<file path="src/rtl/note_spawner_top.sv">
// Top-of-column note source: on each beat it pseudo-randomly launches at most one note into
// the first row of one lane. It also provides run/stop/drain control and a per-run note count.
module note_spawner_top #(
   parameter int          LANES   = 4,
   parameter int          ROWS    = 8,
   parameter logic [9:0]  SEED    = 10'h2A5,
   parameter int          GAP_MIN = 1
) (
   input  logic             Clock,
   input  logic             Reset,
   input  logic             is10,
   input  logic             start,
   input  logic             stop,
   input  logic [1:0]       density,
   output logic [LANES-1:0] spawnLights,
   output logic             active,
   output logic [7:0]       noteCount
);

   localparam int               LW         = $clog2(LANES);
   localparam int               DCW        = (ROWS > 2) ? $clog2(ROWS) : 1;
   localparam logic [9:0]       SEED_EFF   = (SEED == 10'h000) ? 10'h001 : SEED;
   localparam logic [3:0]       GAP_INIT   = 4'(GAP_MIN);
   localparam logic [DCW-1:0]   DRAIN_LAST = DCW'(ROWS - 1);
   localparam logic [LANES-1:0] LANE0      = {{(LANES-1){1'b0}}, 1'b1};

   typedef enum logic [1:0] {IDLE = 2'd0, RUN = 2'd1, DRAIN = 2'd2} state_t;

   // Maximal-length 10-bit Fibonacci LFSR with taps at bits 9 and 6
   function automatic logic [9:0] lfsr_next(input logic [9:0] v);
      return {v[8:0], v[9] ^ v[6]};
   endfunction

   state_t           state_r, state_nx_s;
   logic [9:0]       lfsr_r, lfsr_nx_s, lfsr_step_s;
   logic [3:0]       gap_r, gap_nx_s, threshold_s;
   logic [DCW-1:0]   drain_r, drain_nx_s;
   logic [LANES-1:0] spawn_r, spawn_nx_s;
   logic [7:0]       count_r, count_nx_s;
   logic             active_r, active_nx_s;
   logic             spawn_s;
   logic [LW-1:0]    lane_s;

   assign lfsr_step_s = lfsr_next(lfsr_r);
   assign threshold_s = {density, 2'b00};
   assign spawn_s     = (gap_r >= GAP_INIT) && (lfsr_step_s[3:0] < threshold_s);
   assign lane_s      = lfsr_step_s[4 +: LW];

   // Next-state and next-output decode for the IDLE/RUN/DRAIN controller
   always_comb begin
      state_nx_s = state_r;
      lfsr_nx_s  = lfsr_r;
      gap_nx_s   = gap_r;
      drain_nx_s = drain_r;
      spawn_nx_s = spawn_r;
      count_nx_s = count_r;
      case (state_r)
         IDLE: begin
            if (start && !stop) begin
               state_nx_s = RUN;
               count_nx_s = 8'd0;
               gap_nx_s   = GAP_INIT;
            end else begin
               state_nx_s = IDLE;
            end
         end
         RUN: begin
            if (stop) begin
               state_nx_s = DRAIN;
               spawn_nx_s = {LANES{1'b0}};
               drain_nx_s = {DCW{1'b0}};
            end else if (is10) begin
               // The decision uses the freshly stepped value, not the stored one
               lfsr_nx_s = lfsr_step_s;
               if (spawn_s) begin
                  spawn_nx_s = LANE0 << lane_s;
                  gap_nx_s   = 4'd0;
                  count_nx_s = (count_r == 8'hFF) ? 8'hFF : count_r + 8'd1;
               end else begin
                  spawn_nx_s = {LANES{1'b0}};
                  gap_nx_s   = (gap_r == 4'hF) ? 4'hF : gap_r + 4'd1;
               end
            end else begin
               state_nx_s = RUN;
            end
         end
         DRAIN: begin
            if (is10) begin
               if (drain_r == DRAIN_LAST) begin
                  state_nx_s = IDLE;
                  drain_nx_s = {DCW{1'b0}};
               end else begin
                  drain_nx_s = drain_r + DCW'(1);
               end
            end else begin
               state_nx_s = DRAIN;
            end
         end
         default: begin
            state_nx_s = IDLE;
            spawn_nx_s = {LANES{1'b0}};
         end
      endcase
      active_nx_s = (state_nx_s != IDLE);
   end

   // State, LFSR, and registered outputs
   always_ff @(posedge Clock or posedge Reset) begin
      if (Reset) begin
         state_r  <= IDLE;
         lfsr_r   <= SEED_EFF;
         gap_r    <= GAP_INIT;
         drain_r  <= {DCW{1'b0}};
         spawn_r  <= {LANES{1'b0}};
         count_r  <= 8'd0;
         active_r <= 1'b0;
      end else begin
         state_r  <= state_nx_s;
         lfsr_r   <= lfsr_nx_s;
         gap_r    <= gap_nx_s;
         drain_r  <= drain_nx_s;
         spawn_r  <= spawn_nx_s;
         count_r  <= count_nx_s;
         active_r <= active_nx_s;
      end
   end

   assign spawnLights = spawn_r;
   assign active      = active_r;
   assign noteCount   = count_r;

endmodule

</file>
<file path="config.mk">
export PLATFORM = sky130hd
export DESIGN_NAME = note_spawner_top
export DESIGN_NICKNAME = d
export VERILOG_FILES = /design/src/rtl/note_spawner_top.sv
export SDC_FILE = /design/constraint.sdc
export NUM_CORES = 1
export LEC_CHECK = 0
export ABC_AREA = 1
export BUFFER_PORTS_ARGS = -buffer_cell sky130_fd_sc_hd__buf_4
export CAP_MARGIN = 20
export CORE_ASPECT_RATIO = 2
export CORE_UTILIZATION = 51
export DETAILED_ROUTE_END_ITERATION = 16
export PLACE_DENSITY = 0.72
export SKIP_LAST_GASP = 1
export SYNTH_ARGS = -nofsm -noshare
export SYNTH_HDL_FRONTEND = slang
export SYNTH_SLANG_ARGS = --single-unit
</file>
<file path="constraint.sdc">
create_clock -name Clock -period 1.4 [get_ports Clock]
set_input_delay 0.28 -clock Clock [delete_from_list [all_inputs] [get_ports Clock]]
set_output_delay 0.28 -clock Clock [all_outputs]
set_load 0.005 [all_outputs]
</file>
== Word level (Yosys, flattened, before mapping) ==
Index checks and enable logic that the tools add are counted.
Word-level totals
  flip-flop bits (word level): 32
  input bits: 7
Cells by class
  $add $sub $neg: 3
  magnitude comparators: 2
  eq/ne operators: 12
  shift operators: 1
  multiplexer cells: 26
  bitwise gates (word level): 3
  reductions and logical operators: 13
Operator list (count)
  $mux W8: 5
  $mux W4: 8
  $pmux W4 S2: 2
  $pmux W8 S2: 1
  $ne A2 B2 Y1 const B: 6
  $mux W3: 3
  $add A8 B1 Y8 const B: 1
  $eq A8 B8 Y1 const B: 1
  $mux W2: 4
  $pmux W2 S3: 1
  $pmux W3 S2: 1
  $reduce_and A3 Y1: 2
  $reduce_bool A2 Y1: 3
  $reduce_and A5 Y1: 1
  $add A4 B1 Y4 const B: 1
  $eq A4 B4 Y1 const B: 1
  $ge A4 B1 Y1 const B: 1
  $lt A4 B4 Y1: 1
  $reduce_and A4 Y1: 1
  $shl A1 B2 Y4 const A: 1
  $add A3 B1 Y3 const B: 1
  $eq A3 B3 Y1 const B: 1
  $ne A3 B3 Y1 const B: 1
  $eq A2 B1 Y1 const B: 1
  other kinds (9): 11

== Longest topological paths before layout ==
  depth after elaboration: 7
  gate-level depth with buffers: 10
  gate-level depth less buffers: 10

== Least setup slack after synthesis ==
OpenSTA, ideal clock, no wires.
  kind: reg2reg
  start point: register gap_r[0]
  end point: register count_r[4], in the netlist noteCount[4]
  library setup time: 0.117 ns
  data arrival time: 1.338 ns
  required time: 1.283 ns
  slack: -0.055 ns
  stages on the path, launching flop included: 11
  path buffers: 0
  path through: dfstp_2 -> inv_1 -> ha_1 -> inv_1 -> nor2_1 -> nand2_1 -> nand3_2 -> nand2_1 -> nand2_2 -> nand2_1 -> nand2_1
Between the ends
  longest elaborated chain between the ends: 4
RTL lines
  start, declared: line 36  | logic [3:0] gap_r, gap_nx_s, threshold_s;
  start signal, assigned: line 120  | gap_r <= gap_nx_s;
  $ge A4 B1 Y1: line 46  | assign spawn_s = (gap_r >= GAP_INIT) && (lfsr_step_s[3:0] < threshold_s);
  $logic_and A1 B1 Y1: line 46
  $ne A2 B2 Y1 (no source line)
  $reduce_and A5 Y1 (no source line)
  end signal, assigned: line 123  | count_r <= count_nx_s;
  end, declared: line 39  | logic [7:0] count_r, count_nx_s;
Every way passes these cells.
A chain may end at the register's enable or synchronous reset.

== Worst setup path after layout ==
  start point: register gap_r[0]
  end point: register count_r[5], in the netlist noteCount[5]
Same word-level chain as after synthesis.

==> results by group <==
Setup path
  – Critical path data required time: 1.58 ns
  – CP max stage delay: 0.55 ns
  – CP Cell Sequence: inv_2 -> ha_2 -> inv_1 -> nor2_1 -> nand2_1 -> nand3_4 -> nand2_2 -> nand2_4 -> nand2_1 -> nand2_1
  – Most used cell, CP: nand2_1
  – Delay-heaviest family, CP: flip-flops
  – Worst-path fanout max: 8
  – CP startpoint kind: register
  – Slowest stage cell, crit path: dfstp_2
  – WP data arrival: 1.64 ns
  – Kind of critical path: register to register
  – Buf/Inv on CP: 2
  – CP Capture Type: register

Place
  – Placed insts: 270
  – Worst slack, placed: -0.0583 ns
  – Placer Congestion: 0.786
  – HPWL after DPL: 2520 um
  – PortBufs: 19

Detailed routing
  – Routed Antenna Nets: 0
  – DRT iter0 DRCs: 32
  – Post-route DRC violation count: 0
  – Via count: 1,444
  – DRT Pass-1 Iters: 4
  – Vias per cell: 5.12
  – Final WL: between 3000 and 4000 um
  – Wire per inst: approximately 12 um

Timing
  – Hold Fails Final Rpt: 0
  – Worst-margin pin slew: 0.412 ns
  – RSZ-0062 raised after global routing: yes
  – Final setup viols: 13
  – Worst Skew: 0.00480 ns
  – Post-layout minimum cycle time: 1.45 ns
  – Worst relative slew slack: between 70% and 80%
  – Fmax: around 0.7 GHz
  – Hold_ws: between 0.07 and 0.08 ns
  – Final worst-path cycle share: 104%
  – Slew Viols, Final: 0
  – Setup ws final: -0.0531 ns

Die
  – Die area: 3550 um2
  – Initial Util: 53.3%
  – Die width: roughly 43 um
  – Rows: 29
  – Die Y: 83.3 um
  – I/O pin total: 20
  – Core ar.: roughly 3200 um2

Global routing
  – Number of global-route vias before repair: 1,429
  – Largest net degree at the start of global routing: 33
  – Antenna violations before repair: 0
  – Total gr overflow: 0
  – Global-route wire length before repair: ~5900 um
  – Global Route Usage Sum: 21.9%

Clocking
  – CTS H-tree lvls: 2
  – Clock sink count: 32
  – Clock Tree Buf Depth: 2
  – Worst-path clk slew: approximately 0.07 ns
  – Clk_lat worst skew: 0.29 ns
  – CTS tree: done
  – Root Buffer: clkbuf_8
  – CTS buffer count: 5

Synth
  – Number of enable flip-flop cells after synthesis: 0
  – Yosys warning count: 0
  – Mean Syn Cell Area: 7.91 um2
  – Mapped Cells: 213
  – Flops & latches, synth: 32
  – Syn_nets: ~230
  – Cell Area, Synth: between 1500 and 2000 um2
  – Post-synthesis async set-or-reset flop share: 100%
  – Yosys cell types: 23
  – Sequential cell area fraction in the yosys report: ~48%
  – Main synth FF type: dfrtp_1

Pwr
  – PwrDens: 1650 nW/um2
  – Peak supply drop: roughly 1100 uV
  – LEAKAGE: 1.11 nW

Outcome
  – Status: complete, but fails checks
  – Failing checks: negative setup slack

Layout
  – Commonest cells after routing, fill and taps aside: nand2_1, buf_4, dfrtp_1
  – Multi-input logic area: 768 um2
  – P&R area growth vs syn: 23.0%
  – Layout cells sized above 1: 25.5%
  – Diodes inserted: 0
  – Fin nets: between 200 and 300
  – FF+latch area: 808 um2
  – Fillcell total: 293
  – Layout Cells excl Fill: 282
  – Commonest non-fill, non-tap cell in the layout: nand2_1

Worst hold path
  – Worst Hold Class: input pin to asynchronous set/reset pin

Flow run
  – Max Cap Viol: 0
## path summary, 6_finish.rpt
path	endpoint	depth (start not counted)	slack, ns	from
worst min register to register	lfsr_r[9]$_DFFE_PP1P_	2	0.48	lfsr_r[9]$_DFFE_PP1P_
worst max register to register	noteCount[5]$_DFFE_PP0P_	10	-0.05	gap_r[0]$_DFFE_PP1P_
worst min-delay path	lfsr_r[1]$_DFFE_PP0P_	3	0.07	Reset
min in group Clock	state_r[0]$_DFF_PP0_	3	0.25	start
max in group asynchronous	gap_r[0]$_DFFE_PP1P_	3	0.99	Reset
worst max-delay path	noteCount[5]$_DFFE_PP0P_	10	-0.05	gap_r[0]$_DFFE_PP1P_
## sequential cells by signal, indices dropped and copies added, names as in the netlist
name,cells
lfsr_r,10
noteCount,8
gap_r,4
state_r,2
drain_r,3
spawnLights,4
active,1
## Yosys cell counts, types with 2 or more instances
cell type  count  share of area, %
nor2_1        12               2.7
buf_6          2               1.3
nand2_2        3               1.1
inv_1         26               5.8
nand4_1        3               1.1
ha_1           7               5.2
o21ai_1        4               1.2
inv_2          2              0.45
dfrtp_1       26                39
nand3_1       21               6.2
o21ai_0       11               3.3
dfstp_2        6               9.4
nand2_1       76                17
a21oi_1        3              0.89
nor2_2         3               1.1
## area by class of cell
class                           instances  share of cell area [%]
Timing Repair Buffer                   32                    11.6
Clock buffer                            6                    3.50
Sequential cell                        32                    39.0
Multi-Input combinational cell        151                    37.1
Tap cell                               31                    1.87
Clock inverter                          2                    1.69
Inverter                               28                    5.20
## metrics by stage
step | util (%) | instance area (um2) | total power, mW | setup TNS, ns
finish | 65.6 | 2070 | 3.41 | -0.530
floorplan | - | 1700 | 2.08 | 0
global placement | 61.1 | 1930 | 2.42 | -0.108
global route | 65.6 | 2070 | 3.65 | -1.85
CTS | 64.8 | 2050 | 3.36 | -0.442
detailed placement | 61.1 | 1930 | 2.45 | -0.403
## repair_timing
item | 4_1_cts | 5_1_grt
cloned | 0 | 0
endpoints found under the setup margin | 9 | 15
pin swaps | 2 | 4
buffers inserted | 1 | 3
resized for setup | 1 | 2
hold buffers | 0 | 0
## where the power goes
part           internal, mW  switching [mW]
clock network         0.528           0.343
logic                 0.524           0.607
registers              1.24           0.168
total                  2.29            1.12
## cell families (layout without fill, tap and decap cells)
family	count (synthesis)	in the layout	share of synthesized area, %
AOI/OAI and AO/OA	20	20	6.39
buffers and inverters	30	68	7.58
xor gates and xnor gates	1	1	0.520
DFF	32	32	48.0
adders and majority gates	7	7	5.20
and+or+nand+nor	123	123	32.3
## worst min-delay path, stage by stage
cell,delay [ns]
buf_4,0.11
inv_1,0.04
buf_4,0.35
## metal layers
layer | global-route usage, % | part of all wire (%)
met5 | 0 | 0
met2 | 40.6 | 58
met1 | 21.2 | 37
met3 | 3.91 | 2.0
met4 | 11.6 | 2.6
(Power assumes the default switching activity.)
